[config.mk]
export PLATFORM = sky130hd
export DESIGN_NAME = cam_subarray_ctrl
export DESIGN_NICKNAME = d
export VERILOG_FILES = /design/src/rtl/cam_subarray_ctrl.sv
export SDC_FILE = /design/constraint.sdc
export NUM_CORES = 1
export LEC_CHECK = 0
export CAP_MARGIN = 40
export CORE_ASPECT_RATIO = 1.2
export CORE_MARGIN = 4
export CORE_UTILIZATION = 25
export CTS_BUF_LIST = sky130_fd_sc_hd__clkbuf_4
export DETAILED_ROUTE_END_ITERATION = 16
export PLACE_DENSITY = 0.61
export SLEW_MARGIN = 20
export SYNTH_ARGS = -nofsm -noshare
export SYNTH_HDL_FRONTEND = slang
export SYNTH_SLANG_ARGS = --single-unit
[constraint.sdc]
create_clock -name CLK -period 2.3 [get_ports CLK]
set_input_delay 0.46 -clock CLK [delete_from_list [all_inputs] [get_ports CLK]]
set_output_delay 0.46 -clock CLK [all_outputs]
set_load 0.005 [all_outputs]
[src/rtl/cam_subarray_ctrl.sv]
// Sequencer that drives one CAM subarray operation port: one command in, one response out.
// Applies chip_enable around writes/updates (until write_done) and searches (single cycle).
module cam_subarray_ctrl #(
  parameter int unsigned DONE_TIMEOUT = 15,
  parameter int unsigned TO_W         = 4
) (
  input  logic        CLK,
  input  logic        rst,
  input  logic        cmd_valid,
  output logic        cmd_ready,
  input  logic [2:0]  cmd_op,
  input  logic        cmd_addr_sel,
  input  logic [9:0]  cmd_cmp_addr,
  input  logic [3:0]  cmd_ppg_addr,
  input  logic [1:0]  cmd_cmp_data,
  input  logic [1:0]  cmd_ppg_data,
  input  logic [15:0] cmd_data,
  input  logic [15:0] cmd_tag,
  input  logic        cmd_update,
  output logic        rsp_valid,
  input  logic        rsp_ready,
  output logic [15:0] rsp_tag,
  output logic        rsp_err,
  output logic        busy,
  output logic        cam_chip_enable,
  output logic [2:0]  cam_operation_mode,
  output logic        cam_addr_select,
  output logic [9:0]  cam_cmp_addr,
  output logic [3:0]  cam_ppg_addr,
  output logic [1:0]  cam_cmp_data,
  output logic [1:0]  cam_ppg_data,
  output logic [15:0] cam_data_in,
  output logic [15:0] cam_tag_in,
  output logic        cam_update_signal,
  input  logic [15:0] cam_tag_out,
  input  logic        cam_write_done
);

  localparam int unsigned TAG_W = 16;
  localparam logic [2:0] OP_WRITE   = 3'b000;
  localparam logic [2:0] OP_UPDATE  = 3'b001;
  localparam logic [2:0] OP_ILLEGAL = 3'b111;
  localparam logic [TO_W-1:0] TO_LAST = TO_W'(DONE_TIMEOUT - 1);

  typedef enum logic [2:0] {
    S_IDLE,
    S_ISSUE,
    S_WAIT_DONE,
    S_SEARCH,
    S_CAPTURE,
    S_RELEASE,
    S_RESP
  } state_t;

  state_t           state;
  state_t           state_nx;
  logic [TO_W-1:0]  to_cnt;
  logic [TO_W-1:0]  to_cnt_nx;
  logic             ce_nx;
  logic             rsp_valid_nx;
  logic             rsp_err_nx;
  logic [TAG_W-1:0] rsp_tag_nx;
  logic             accept_c;

  // cmd_ready is only ever high in IDLE, so this is the handshake
  assign accept_c = cmd_valid & cmd_ready;

  // Next-state and next-output values; every registered output follows from these
  always_comb begin
    state_nx     = state;
    to_cnt_nx    = '0;
    ce_nx        = 1'b0;
    rsp_valid_nx = 1'b0;
    rsp_tag_nx   = rsp_tag;
    rsp_err_nx   = rsp_err;
    unique case (state)
      S_IDLE: begin
        if (accept_c) begin
          rsp_tag_nx = '0;
          rsp_err_nx = 1'b0;
          if (cmd_op == OP_ILLEGAL) begin
            state_nx     = S_RESP;
            rsp_err_nx   = 1'b1;
            rsp_valid_nx = 1'b1;
          end else if (cmd_op == OP_WRITE || cmd_op == OP_UPDATE) begin
            state_nx = S_ISSUE;
            ce_nx    = 1'b1;
          end else begin
            state_nx = S_SEARCH;
            ce_nx    = 1'b1;
          end
        end
      end
      S_ISSUE: begin
        state_nx = S_WAIT_DONE;
        ce_nx    = 1'b1;
      end
      S_WAIT_DONE: begin
        if (cam_write_done) begin
          state_nx = S_RELEASE;
        end else if (to_cnt == TO_LAST) begin
          state_nx   = S_RELEASE;
          rsp_err_nx = 1'b1;
        end else begin
          ce_nx     = 1'b1;
          to_cnt_nx = to_cnt + TO_W'(1);
        end
      end
      S_SEARCH: begin
        state_nx = S_CAPTURE;
      end
      S_CAPTURE: begin
        // subarray registered its result on the SEARCH edge
        rsp_tag_nx = cam_tag_out;
        state_nx   = S_RELEASE;
      end
      S_RELEASE: begin
        state_nx     = S_RESP;
        rsp_valid_nx = 1'b1;
      end
      S_RESP: begin
        if (rsp_ready) begin
          state_nx = S_IDLE;
        end else begin
          rsp_valid_nx = 1'b1;
        end
      end
      default: begin
        state_nx = S_IDLE;
      end
    endcase
  end

  // State, counter and all registered outputs
  always_ff @(posedge CLK) begin
    if (rst) begin
      state              <= S_IDLE;
      to_cnt             <= '0;
      cmd_ready          <= 1'b1;
      busy               <= 1'b0;
      rsp_valid          <= 1'b0;
      rsp_tag            <= '0;
      rsp_err            <= 1'b0;
      cam_chip_enable    <= 1'b0;
      cam_operation_mode <= '0;
      cam_addr_select    <= 1'b0;
      cam_cmp_addr       <= '0;
      cam_ppg_addr       <= '0;
      cam_cmp_data       <= '0;
      cam_ppg_data       <= '0;
      cam_data_in        <= '0;
      cam_tag_in         <= '0;
      cam_update_signal  <= 1'b0;
    end else begin
      state           <= state_nx;
      to_cnt          <= to_cnt_nx;
      cmd_ready       <= (state_nx == S_IDLE);
      busy            <= (state_nx != S_IDLE);
      rsp_valid       <= rsp_valid_nx;
      rsp_tag         <= rsp_tag_nx;
      rsp_err         <= rsp_err_nx;
      cam_chip_enable <= ce_nx;
      if (accept_c) begin
        cam_operation_mode <= cmd_op;
        cam_addr_select    <= cmd_addr_sel;
        cam_cmp_addr       <= cmd_cmp_addr;
        cam_ppg_addr       <= cmd_ppg_addr;
        cam_cmp_data       <= cmd_cmp_data;
        cam_ppg_data       <= cmd_ppg_data;
        cam_data_in        <= cmd_data;
        cam_tag_in         <= cmd_tag;
        cam_update_signal  <= cmd_update;
      end
    end
  end

endmodule
Word level (Yosys, flattened, before mapping) --
Cells that the tools add are included.
Word-level totals: register bits 83, logic and storage cells 64, output and inout port bits 76
Operators by class: multiplexer cells 22, eq/ne operators 12, bitwise logic cells 2, add/subtract/negate cells 1, reduce and logical (&&, ||, !) cells 10
Operators by type and width (number):
- $pmux 16 s2 | 1
- $pmux 3 s7 | 1
- $mux 16 | 1
- $mux 3 | 5
- $eq 3x3->1 const B | 4
- $mux 1 | 10
- $logic_not 3->1 | 3
- $eq 3x1->1 const B | 2
- $eq 3x2->1 const B | 2
- $ne 2x2->1 const B | 3
- $pmux 1 s3 | 2
- $add 4x1->4 const B | 1
- $eq 4x4->1 const B | 1
- $reduce_and 4->1 | 1
- $reduce_bool 2->1 | 2
- $reduce_or 4->1 | 1
- $reduce_bool 3->1 | 1
- $mux 2 | 1
- $pmux 1 s2 | 1
- $reduce_and 2->1 | 1
- $and 1x1->1 | 1
- $logic_or 1x1->1 | 1
- $not 1->1 | 1

Longest topological paths before layout --
Gate-level depths: netlist of the first run.
word-level depth 7, depth in mapped cells 6

Least setup slack after synthesis of the first run --
OpenSTA, ideal clock, no wires.
kind register to register, start point register to_cnt[0], end point register to_cnt[2], stages on the path, launching flop included 7, period minus slack after synthesis 1595 ps, setup slack 705 ps, data arrival time 1531 ps, required time 2236 ps, cells stage by stage dfxtp_1 > inv_1 > ha_1 > and3_4 > or3_4 > or3_4 > nor2_1
On the way: word-level cells in the longest chain between the ends 2
Ends and longest elaborated chain:
- start: declaration | RTL line 57 | logic [TO_W-1:0] to_cnt;
- start signal: assignment | RTL line 156 | to_cnt <= to_cnt_nx;
- parallel branches: the longest is 2 deep, another holds $add 4x1->4
Parallel ways; which one is timed is not known. A chain may end at the register's enable or synchronous reset.

Worst setup path after layout of the first run --
start point register cmd_ready, end point output cmd_ready
RTL lines:
- start: declaration | RTL line 10 | output logic cmd_ready,
- start signal: assignment | RTL line 157 | cmd_ready <= (state_nx == S_IDLE);
No word-level cell between the ends.

==> impl_metrics.csv, run 1 <==
group,metric,value,unit
timing,rsz0062_at_grt,"no",
worst_hold_path,hold_path_end,"cam_cmp_addr[3]",
worst_setup_path,cp-start-kind,"register",
floorplan,row_count,43,
final_layout,nFillCells,1225,
synthesis,syn_nets,440,
route,first_iter_violations,194,
clock_network,cts_sinks,83,
worst_setup_path,critPathTopFamily,"buffers and inverters",
grt,grt_pass1_wl,13.7,mm
final_layout,diodes,0,
job,drv_cap,0,
place,gp_congestion,0.727,
worst_hold_path,worstHoldPathType,"reg -> reg",
grt,track_usage,12.4,%
synthesis,ys_seq_area_share,55.2,%
worst_setup_path,cp-end-kind,"primary output",
floorplan,core_area,11700,µm²
route,wirelength,8.69,mm
clock_network,clk_pin_slew_worst_paths,0.12,ns
place,portBuffers,151,
synthesis,dominantRegCellSynth,"dfxtp_1",
route,route.antenna.remaining_nets,0,
run_status,outcome,"completed",
worst_setup_path,required,1.84,ns
clock_network,postCtsHoldBufs,0,
synthesis,async_reset_ff_share,0,%
clock_network,post_cts_resized,0,
worst_setup_path,crit_type,"reg -> out",
route,vias_per_cell,4.38,
clock_network,clk_latency,0.43,ns
worst_setup_path,worstRegToRegCells,6,
power_and_ir_drop,ir_worst_vdd,0.328,mV
timing,slew_headroom,48.7,%
synthesis,synth-seq-cells,83,
timing,tightestPinTransition,0.769,ns
worst_setup_path,crit_buf_inv,1,
worst_setup_path,worstPathMaxFanout,3,
clock_network,cts_tree,"yes",
clock_network,cts_buffers,9,
worst_setup_path,r2r_slack,0.58,ns
place,hpwlAfterDp,6.42,mm
worst_setup_path,slowest_delay,0.53,ns
timing,fin_worst_skew,0.0141,ns
synthesis,synth_warnings,0,
clock_network,ctsRootBufferMaster,"clkbuf_4",
floorplan,die_w,108,µm
timing,final-hold-violation-count,0,
floorplan,io-pin-count,152,
timing,clock.fmax,555,MHz
floorplan,start_util,25.8,%
clock_network,clockBufferDepth,2,
place,placed_area,4670,µm²
synthesis,syn_area,3010,µm²
power_and_ir_drop,p_leak,1.72,nW
final_layout,syn_to_final_growth,58.8,%
final_layout,stdcell_count,668,
grt,grt_pass1_vias,2868,
clock_network,cts_setup_buffers,0,
floorplan,die_h,128,µm
route,detail_route.first_pass.iterations,4,
route,drc,0,
final_layout,drive_gt1_share,6.46,%
floorplan,fp.dieArea,13900,µm²
final_layout,final_cell_mix,"clkdlybuf4s50_1 (150), nand2_1 (110), dfxtp_1 (83), a21oi_1 (59), nor2_1 (25)",
grt,grt.overflow.total,0,
final_layout,mostFrequentLayoutCell,"clkdlybuf4s50_1",
power_and_ir_drop,p_per_area,724,nW/µm²
synthesis,synthDistinctLibCells,34,
timing,hold_ws,0.458,ns
worst_setup_path,r2r-start,"to_cnt[0]",
timing,fin_crit_sh,78.3,%
timing,slew_viol_final,0,
route,num_vias,2927,
worst_hold_path,min_path_cells,2,
worst_setup_path,path_cells,"clkdlybuf4s50_1",
synthesis,avgSynthCellArea,8.31,µm²
worst_setup_path,cp_slowest_cell,"clkdlybuf4s50_1",
final_layout,nNetsFinal,584,
final_layout,design_area,4780,µm²
route,wire_per_inst,13.0,µm
worst_setup_path,cp.arrival,1.34,ns
worst_setup_path,rr_endpoint,"to_cnt[0]",
grt,antenna_found_initial,0,
clock_network,h-tree-depth,3,
grt,grt_max_degree,42,
worst_hold_path,hold_start,"cam_cmp_addr[3]",
timing,tns,0,ns
timing,period_needed,1.80,ns
synthesis,synth_edf_count,0,
synthesis,syn_inst,362,
place,numPlacedInstances,652,
timing,setup_viol_count_final,0,
==> cells by family (layout without fill, tap and decap cells) <==
kind of cell    count (synthesis)  in the layout  share of synthesized area, %
flops                          83             83                          55.2
fa+ha+maj                       2              2                         0.831
simple gates                  157            157                          21.7
buf+inv                        28            177                          3.99
xor+xnor                        2              2                         0.582
compound gates                 90             90                          17.7
==> per-layer routing <==
layer | routed length, µm | vias to the layer above | part of all wire [%] | global-route usage (%)
li1 | - | 1484 | - | -
met1 | 3740 | 1336 | 43 | 15.4
met2 | 4150 | 94 | 48 | 20.1
met3 | 663 | 13 | 7.6 | 3.93
met4 | 135 | 0 | 1.6 | 4.90
met5 | 0 | - | 0 | 0
==> registers in the layout (all words and copies together), names as in the netlist, 2 cells and up <==
register,count
state,3
cam_ppg_data,2
cam_data_in,16
to_cnt,4
cam_ppg_addr,4
cam_operation_mode,3
rsp_tag,16
cam_tag_in,16
cam_cmp_addr,10
cam_cmp_data,2
==> tightest hold or removal path, cell delays in order (launching register included) <==
cell     delay, ns
dfxtp_1       0.32
nand2_1       0.05
a21oi_1       0.05
==> how the worst max path moves through the flow <==
stage / startpoint / end / slack (ns) / depth (start not counted)
2_1_floorplan: to_cnt[0] / to_cnt[2] / 0.70 / 6
3_3_place_gp: cmd_op[2] / cam_chip_enable / 0.37 / 5
3_5_place_dp: cmd_op[2] / cam_chip_enable / 0.28 / 5
4_1_cts: cmd_ready / cmd_ready / 0.45 / 1
5_1_grt: rsp_err / rsp_err / 0.42 / 1
6_report: cmd_ready / cmd_ready / 0.50 / 1
==> Yosys cell counts (all sizes together) (3+ instances only) <==
| cell | number | area, µm² |
|---|---|---|
| nand2b | 5 | 31.3 |
| nand2 | 111 | 417 |
| nor2 | 25 | 93.8 |
| a21oi | 59 | 295 |
| dfxtp | 83 | 1660 |
| nor3 | 3 | 15.0 |
| a22oi | 16 | 120 |
| clkbuf | 7 | 26.3 |
| buf | 20 | 90.1 |
| o21ai | 3 | 15.0 |
==> stage by stage <==
| stage | total power, mW | setup WS, ns | util (%) |
|---|---|---|---|
| after floorplan | 2.21 | 0.705 | - |
| after detailed placement | 2.77 | 0.279 | 40.0 |
| after global routing | 3.71 | 0.423 | 40.9 |
| after CTS | 3.52 | 0.448 | 40.9 |
| final | 3.46 | 0.498 | 40.9 |
| after global placement | 2.75 | 0.373 | 40.0 |
==> cell type report <==
cell class | count | area (µm²) | share of cell area (%)
repair buffers | 160 | 1570 | 32.9
inverters | 1 | 3.75 | 0.0785
clock inverters | 5 | 30.0 | 0.628
flip-flops and latches | 83 | 1660 | 34.8
clock buffers | 11 | 82.6 | 1.73
well taps | 157 | 196 | 4.11
multi-input cells | 251 | 1230 | 25.8
==> power breakdown <==
part           internal [mW]  leakage [nW]  switching, mW  total (mW)
clock network          0.241        0.0626          0.496       0.737
logic                  0.551         0.979          0.448       0.999
registers               1.60         0.679          0.120        1.72
No activity file was read; power rests on OpenSTA's default activity.
==> run 2: changes to the inputs <==
==> constraint.sdc (replaced) <==
create_clock -name CLK -period 1.9 [get_ports CLK]
set_input_delay 0.38 -clock CLK [delete_from_list [all_inputs] [get_ports CLK]]
set_output_delay 0.38 -clock CLK [all_outputs]
set_load 0.005 [all_outputs]
==> run 2 against run 1 <==
Count of clock-buffer cells in the layout unchanged. Die area unchanged. Largest cell class unchanged. Clock power rose by 32%. Critical endpoint is now to_cnt[3]. Via count is 1.6% higher. Worst hold slack worse by 0.048 ns. Routed wire length grew 1.0%. Critical path depth increased by 5. Sequential share of layout area is essentially flat. Clock skew up 0.00085 ns. Cell area increased by 0.10%.
==> impl_metrics.csv, run 2 (same netlist as run 1, synthesis figures left out) <==
group,metric,value,unit
clock_network,ctsRootBufferMaster,"clkbuf_4",
final_layout,diodes,0,
worst_hold_path,worstHoldPathType,"in -> reg",
final_layout,final_cell_mix,"clkdlybuf4s50_1 (150), nand2_1 (110), dfxtp_1 (83), a21oi_1 (59), nor2_1 (25)",
final_layout,fin_util,41.0,%
floorplan,row_count,43,
power_and_ir_drop,p_per_area,893,nW/µm²
floorplan,core_area,11700,µm²
final_layout,drive_gt1_share,5.70,%
worst_setup_path,critPathTopFamily,"simple AND/OR/NAND/NOR gates",
worst_setup_path,worstRegToRegCells,6,
timing,slew_headroom,62.5,%
worst_hold_path,min_path_cells,2,
timing,period_needed,1.72,ns
worst_setup_path,critical_path_cell_count,6,
worst_setup_path,required,2.26,ns
final_layout,mostFrequentLayoutCell,"clkdlybuf4s50_1",
final_layout,stdcell_count,666,
worst_setup_path,cp_slowest_cell,"dfxtp_1",
worst_setup_path,slowest_delay,0.39,ns
route,wire_per_inst,13.2,µm
worst_setup_path,r2r_slack,0.18,ns
grt,grt.overflow.total,0,
clock_network,cts_setup_buffers,0,
route,detail_route.first_pass.iterations,5,
route,wirelength,8.78,mm
final_layout,nFillCells,1188,
timing,fin_crit_sh,90.5,%
timing,final-hold-violation-count,0,
clock_network,clk_latency,0.42,ns
final_layout,syn_to_final_growth,59.0,%
clock_network,postCtsHoldBufs,0,
timing,clock.fmax,582,MHz
grt,grt_max_degree,40,
clock_network,cts_tree,"yes",
grt,track_usage,12.4,%
worst_setup_path,crit_type,"reg -> reg",
job,drv_cap,0,
route,first_iter_violations,181,
place,numPlacedInstances,651,
worst_setup_path,cp-start-kind,"register",
route,route.antenna.remaining_nets,0,
place,hpwlAfterDp,6.37,mm
worst_setup_path,crit_buf_inv,1,
clock_network,cts_sinks,83,
worst_setup_path,cp.arrival,2.08,ns
clock_network,h-tree-depth,3,
floorplan,die_h,128,µm
final_layout,nNetsFinal,583,
timing,rsz0062_at_grt,"no",
timing,setup_viol_count_final,0,
floorplan,start_util,25.8,%
floorplan,fp.dieArea,13900,µm²
timing,fin_worst_skew,0.0150,ns
run_status,outcome,"completed",
floorplan,die_w,108,µm
timing,slew_viol_final,0,
place,portBuffers,151,
worst_setup_path,worstPathMaxFanout,4,
worst_setup_path,path_cells,"inv_1 > ha_1 > and3_4 > or3_4 > or3_4 > nor2_1",
clock_network,clk_pin_slew_worst_paths,0.13,ns
clock_network,cts_buffers,9,
final_layout,largestRegisters,"cam_data_in (16), cam_tag_in (16), rsp_tag (16)",
worst_setup_path,path_common_cell,"or3_4",
power_and_ir_drop,ir_worst_vdd,0.332,mV
floorplan,io-pin-count,152,
place,gp_congestion,0.744,
timing,tns,0,ns
route,num_vias,2974,
clock_network,post_cts_resized,0,
grt,grt_pass1_vias,2837,
timing,tightestPinTransition,0.563,ns
route,drc,0,
route,vias_per_cell,4.47,
power_and_ir_drop,p_leak,1.72,nW
worst_setup_path,cp-end-kind,"register",
clock_network,clockBufferDepth,2,
grt,antenna_found_initial,0,
grt,grt_pass1_wl,13.7,mm
==> run 2: cell count changes in the layout (fill, tap and decap cells not counted) <==
cell        before  now
clkinv_2         3    1
bufinv_16        0    1
buf_4            9    8
clkinv_1         0    2
clkinvlp_4       2    0
==> run 2: final timing paths <==
check | start | to
max | to_cnt[0] | to_cnt[3]
min | rst | rsp_tag[1]
min reg2reg | cam_tag_in[10] | cam_tag_in[10]
max reg2reg | to_cnt[0] | to_cnt[3]
==> run 2: layout make-up <==
| class | instances | area [µm²] | area share (%) |
|---|---|---|---|
| inverters | 1 | 3.75 | 0.0785 |
| multi-input cells | 251 | 1230 | 25.7 |
| clock inverters | 4 | 42.5 | 0.889 |
| well taps | 157 | 196 | 4.11 |
| repair buffers | 159 | 1570 | 32.7 |
| clock buffers | 11 | 82.6 | 1.73 |
| flip-flops and latches | 83 | 1660 | 34.7 |
==> run 2: metrics by stage <==
| step | hold slack, ns | instance area (µm²) | worst slack, ns | total power [mW] |
|---|---|---|---|---|
| 5_1_grt | 0.416 | 4780 | 0.0893 | 4.55 |
| 4_1_cts | 0.378 | 4780 | 0.149 | 4.36 |
| 2_1_floorplan | 0.430 | 3010 | 0.305 | 2.68 |
| 3_3_place_gp | 0.441 | 4660 | 0.0973 | 3.34 |
| 3_5_place_dp | 0.446 | 4660 | 0.0809 | 3.35 |
| 6_report | 0.411 | 4780 | 0.181 | 4.27 |
==> run 2: routing by layer <==
layer  track usage [%]  vias up  part of all wire, %
li1                  -     1485                    -
met1              15.7     1343                   42
met2              19.2      124                   46
met3              3.32       22                  9.1
met4              6.84        0                  2.9
met5                 0        -                    0
==> run 2: where the power goes <==
part	switching (mW)	internal (mW)	leakage, nW
combinational	0.544	0.666	0.974
sequential	0.145	1.94	0.679
clock	0.561	0.415	0.0718
total	1.25	3.02	1.72
==> run 2: worst reg2reg max path: cells and delay by family (launching register included) <==
kind                     cells  cell delay [ns]
AND/OR/NAND/NOR              4             1.01
flip-flops                   1             0.39
buffers and inverters        1             0.06
adder cells (fa/ha/maj)      1             0.22
